### src/rtl/hw_rr_arbiter.sv
// Round-robin arbiter for 2**n requesters with a registered one-hot grant and a max hold time.
// Each release rotates the search start to just past the releasing owner, so no requester starves.
module hw_rr_arbiter #(
    parameter int n        = 2,
    parameter int MAX_HOLD = 8
) (
    input  logic            clk,
    input  logic            rst,
    input  logic [2**n-1:0] req,
    output logic [2**n-1:0] gnt,
    output logic [n-1:0]    gnt_id,
    output logic            gnt_valid
);

    localparam int N  = 2 ** n;
    localparam int HW = (MAX_HOLD > 1) ? $clog2(MAX_HOLD) : 1;
    localparam logic [HW-1:0] HOLD_LAST = HW'(MAX_HOLD - 1);
    localparam logic [n-1:0]  ID_ONE    = n'(1);

    // state_q is the FSM state; checkers can bind to it directly.
    typedef enum logic [0:0] {
        IDLE  = 1'b0,
        GRANT = 1'b1
    } state_t;

    state_t        state_q, state_d;
    logic [n-1:0]  owner_q, owner_d;
    logic [n-1:0]  ptr_q,   ptr_d;
    logic [HW-1:0] hold_q,  hold_d;

    logic [n-1:0]  search_start;
    logic [n-1:0]  winner;
    logic          winner_found;
    logic          release_now;

    // State register.
    always_ff @(posedge clk) begin
        if (rst) begin
            state_q <= IDLE;
            owner_q <= '0;
            ptr_q   <= '0;
            hold_q  <= '0;
        end else begin
            state_q <= state_d;
            owner_q <= owner_d;
            ptr_q   <= ptr_d;
            hold_q  <= hold_d;
        end
    end

    // While granted, the search for the next owner starts just past the current owner.
    always_comb begin
        search_start = ptr_q;
        if (state_q == GRANT) begin
            search_start = owner_q + ID_ONE;
        end
    end

    // Rotating search; n-bit index arithmetic wraps modulo N on its own.
    always_comb begin
        logic [n-1:0] idx;
        winner       = '0;
        winner_found = 1'b0;
        idx          = '0;
        for (int i = 0; i < N; i++) begin
            idx = search_start + i[n-1:0];
            if (!winner_found && req[idx]) begin
                winner       = idx;
                winner_found = 1'b1;
            end
        end
    end

    always_comb begin
        release_now = 1'b0;
        if (state_q == GRANT) begin
            release_now = !req[owner_q] || (hold_q == HOLD_LAST);
        end
    end

    // Next-state logic.
    always_comb begin
        state_d = state_q;
        owner_d = owner_q;
        ptr_d   = ptr_q;
        hold_d  = hold_q;
        case (state_q)
            IDLE: begin
                if (winner_found) begin
                    state_d = GRANT;
                    owner_d = winner;
                    hold_d  = '0;
                end
            end
            GRANT: begin
                if (release_now) begin
                    ptr_d  = owner_q + ID_ONE;
                    hold_d = '0;
                    // A still-requesting sole owner at expiry wraps back to itself here.
                    if (winner_found) begin
                        owner_d = winner;
                    end else begin
                        state_d = IDLE;
                        owner_d = '0;
                    end
                end else begin
                    hold_d = hold_q + HW'(1);
                end
            end
            default: begin
                state_d = IDLE;
                owner_d = '0;
                hold_d  = '0;
            end
        endcase
    end

    // Outputs are decoded from registers only, so they carry no combinational path from req.
    always_comb begin
        gnt       = '0;
        gnt_id    = '0;
        gnt_valid = 1'b0;
        if (state_q == GRANT) begin
            gnt[owner_q] = 1'b1;
            gnt_id       = owner_q;
            gnt_valid    = 1'b1;
        end
    end

endmodule

### config.mk
export PLATFORM = sky130hd
export DESIGN_NAME = hw_rr_arbiter
export DESIGN_NICKNAME = d
export VERILOG_FILES = /design/src/rtl/hw_rr_arbiter.sv
export SDC_FILE = /design/constraint.sdc
export NUM_CORES = 1
export LEC_CHECK = 0
export BUFFER_PORTS_ARGS = -buffer_cell sky130_fd_sc_hd__buf_2
export CAP_MARGIN = 5
export CELL_PAD_IN_SITES_DETAIL_PLACEMENT = 1
export CELL_PAD_IN_SITES_GLOBAL_PLACEMENT = 1
export CORE_UTILIZATION = 41
export CTS_BUF_LIST = sky130_fd_sc_hd__clkbuf_4 sky130_fd_sc_hd__clkbuf_8
export CTS_CLUSTER_SIZE = 14
export DETAILED_ROUTE_END_ITERATION = 7
export PLACE_DENSITY = 0.87
export SYNTH_ARGS = -nofsm -noshare
export SYNTH_HDL_FRONTEND = slang
export SYNTH_SLANG_ARGS = --single-unit
### constraint.sdc
create_clock -name clk -period 2.1 [get_ports clk]
set_input_delay 0.21 -clock clk [delete_from_list [all_inputs] [get_ports clk]]
set_output_delay 0.21 -clock clk [all_outputs]
set_load 0.05 [all_outputs]
==> reports/metrics.cfg <==
[worst_setup_path]
crit_path_start_kind = flip-flop
crit_family = compound AO/OA/AOI/OAI gates
arrival_ps = 2060
crit_path_end_kind = flip-flop
crit_chain = inv_1 > ha_1 > mux2i_4 > o21ai_2 > or3b_1 > a211oi_2 > o41ai_2
worst_path_max_delay_cell = dfxtp_1
worst_ep_required_time_ps = 2220
path_buf_inv = 1
max_stage_delay_ps = 400
path_max_fanout = 5
crit_type = flip-flop to flip-flop

[logic_synthesis]
yosys_warnings = 0
postSynthCellCount = 68
syn-num-nets = 80
syn_area_um2 = 631
postSynthAreaPerCell_um2 = 9.27
synth_seq_cells = 8
ys_seq_area_share_pct = 25.4
ys_types = 30

[timing]
maxSlewViolCount = 0
finClkSkew_ps = 2.06
grt_setup_unrepaired = no
fin_crit_sh_pct = 92.5
max_slew_margin_pct = 71.1
setup_violations = 0
fin_crit_ps = 1940
tns_ps = 0
finalHoldViolCount = 0
max_freq_ghz = 0.515
worst-slew-pin-transition_ps = 432

[die]
start_util_pct = 46.2
ios = 13
dieArea_um2 = 1700
core-area_um2 = 1370
dieWidth_um = 41.2
fp.dieH_um = 41.2
rows = 13

[outcome]
status = complete, no violations

[grt]
grt_pass1_wl_mm = 1.87
antenna_found_initial = 0
grt_max_degree = 14
grt-ovfl-total = 0
grt_use_total_pct = 17.7
grt_pass1_vias = 436

[power]
power.share.switching_pct = 37.0
power.static_leakage_nw = 0.333
power_w = 0.000512
power_density_nw_per_um2 = 695
power_frac_seq_pct = 35.5
clkPwrFrac_pct = 21.7
pwr-share-comb_pct = 42.9
internal_power_w = 0.000323
switchingPower_w = 0.000189
peakVddDrop_mv = 0.463

[cts]
insertion_delay_ps = 250
cts_sinks = 8
clk_pin_slew_ps = 50
cts_tree = yes
clock_path_buffers = 2
h-tree-depth = 1
cts_setup_buffers = 0
ctsResizeCount = 0
root_buffer = clkbuf_4
hold_buffers = 0
cts-buffers-inserted = 3

[placement]
globalplace.congestion = 0.757
io_buffers = 12
dp_hpwl_mm = 1.07

[layout]
drive_gt1_share_pct = 38.6
fin_nets = 97
antenna_cells = 0
area_delta_synth_final_pct = 16.9
fin_util_pct = 53.9

[route]
post-route-drc-count = 0
routedWlPerCell_um = 13.2
drtPass1Iterations = 2
ant_nets = 0
drt-initial-drc-count = 1
wl_mm = 1.29
viasPerCell = 5.39
via_count = 528

[hold_path]
holdCritPathClass = input port to flip-flop

[job]
maxCapViolCount = 0

[registers in the layout, indices dropped and copies added (netlist names)]
register and count:
owner_q 2, ptr_q 2, hold_q 3, state_q 1
[synth_stat cells, drive strengths merged]
| library cell | count | area [um^2] |
|---|---|---|
| and2b | 2 | 18.8 |
| a32oi | 1 | 8.76 |
| o21a | 1 | 7.51 |
| or2b | 1 | 7.51 |
| ha | 6 | 75.1 |
| nand3b | 1 | 7.51 |
| o2111a | 1 | 11.3 |
| or3b | 1 | 8.76 |
| nand2b | 1 | 6.26 |
| nor2 | 12 | 45.0 |
| a2bb2oi | 1 | 8.76 |
| mux2 | 1 | 11.3 |
| dfxtp | 8 | 160 |
| buf | 2 | 15.0 |
| and2 | 6 | 45.0 |
| nor3 | 1 | 10.0 |
| o31ai | 1 | 7.51 |
| a22oi | 2 | 15.0 |
| mux2i | 7 | 82.6 |
| inv | 3 | 11.3 |
| o41ai | 1 | 16.3 |
| o21ai | 5 | 28.8 |
| a211oi | 1 | 7.51 |
| nor2b | 1 | 8.76 |
| nor4 | 1 | 6.26 |
[per-layer routing]
| metal | GRT usage [%] | part of all wire [%] |
|---|---|---|
| met3 | 6.52 | 4.2 |
| met1 | 20.5 | 43 |
| met5 | 0 | 0 |
| met2 | 28.9 | 52 |
| met4 | 7.26 | 0.77 |
[logic make-up after synthesis]
logic type               Yosys count  share of synthesized area [%]
flip-flops                         8                           25.4
multiplexers                       8                           14.9
AO/OA/AOI/OAI                     14                           17.7
adder cells (fa/ha/maj)            6                           11.9
AND/OR/NAND/NOR                   27                           26.0
buffers and inverters              5                           4.17
[per-stage QoR]
stage               hold WS, ps  std cells  instance area [um^2]  setup slack [ps]
floorplan                   376         68                   631              95.3
global placement            481         95                   709               163
detailed placement          492         95                   709              96.1
CTS                         230         98                   732              79.4
global route                249         98                   737              15.7
finish                      235         98                   737               157
[worst register-to-register path, delay by kind of cell, from the launching register on]
family,cells,cell delay [ps]
adder cells (fa/ha/maj),1,340
buffers and inverters,1,80
AND/OR/NAND/NOR,1,400
multiplexers,1,200
AO/OA/AOI/OAI,3,410
flip-flops,1,400
[placed cells by master, fill, tap and decap left out, types with 2 or more instances in the layout]
master and instances:
o21ai_0 3, dfxtp_1 8, a22oi_1 2, inv_1 3
nor2_1 12, and2_2 6, ha_1 6, buf_4 2
mux2i_1 6, buf_2 12, clkbuf_4 3
[layout make-up]
| cell class | instances | area [um^2] |
|---|---|---|
| fillers | 174 | 629 |
| multi-input cells | 55 | 449 |
| flip-flops and latches | 8 | 160 |
| repair buffers | 14 | 75.1 |
| clock buffers | 3 | 22.5 |
| well taps | 15 | 18.8 |
| inverters | 3 | 11.3 |
[power groups by stage]
stage / Sequential [W] / Combinational (W) / Clock, W
2_1_floorplan: 0.000187 / 0.000166 / 0
4_1_cts: 0.000182 / 0.000222 / 0.000118
3_5_place_dp: 0.000185 / 0.000221 / 0
5_1_grt: 0.000184 / 0.000244 / 0.000122
6_report: 0.000182 / 0.000220 / 0.000111
3_3_place_gp: 0.000184 / 0.000215 / 0
[final timing paths]
check / start / endpoint / slack [ps] / cells past startpoint
min reg2reg: hold_q[1] / hold_q[1] / 500 / 2
min: rst / hold_q[0] / 240 / 2
max reg2reg: owner_q[0] / owner_q[1] / 160 / 7
max: owner_q[0] / owner_q[1] / 160 / 7
Power figures use the tool's default switching activity.
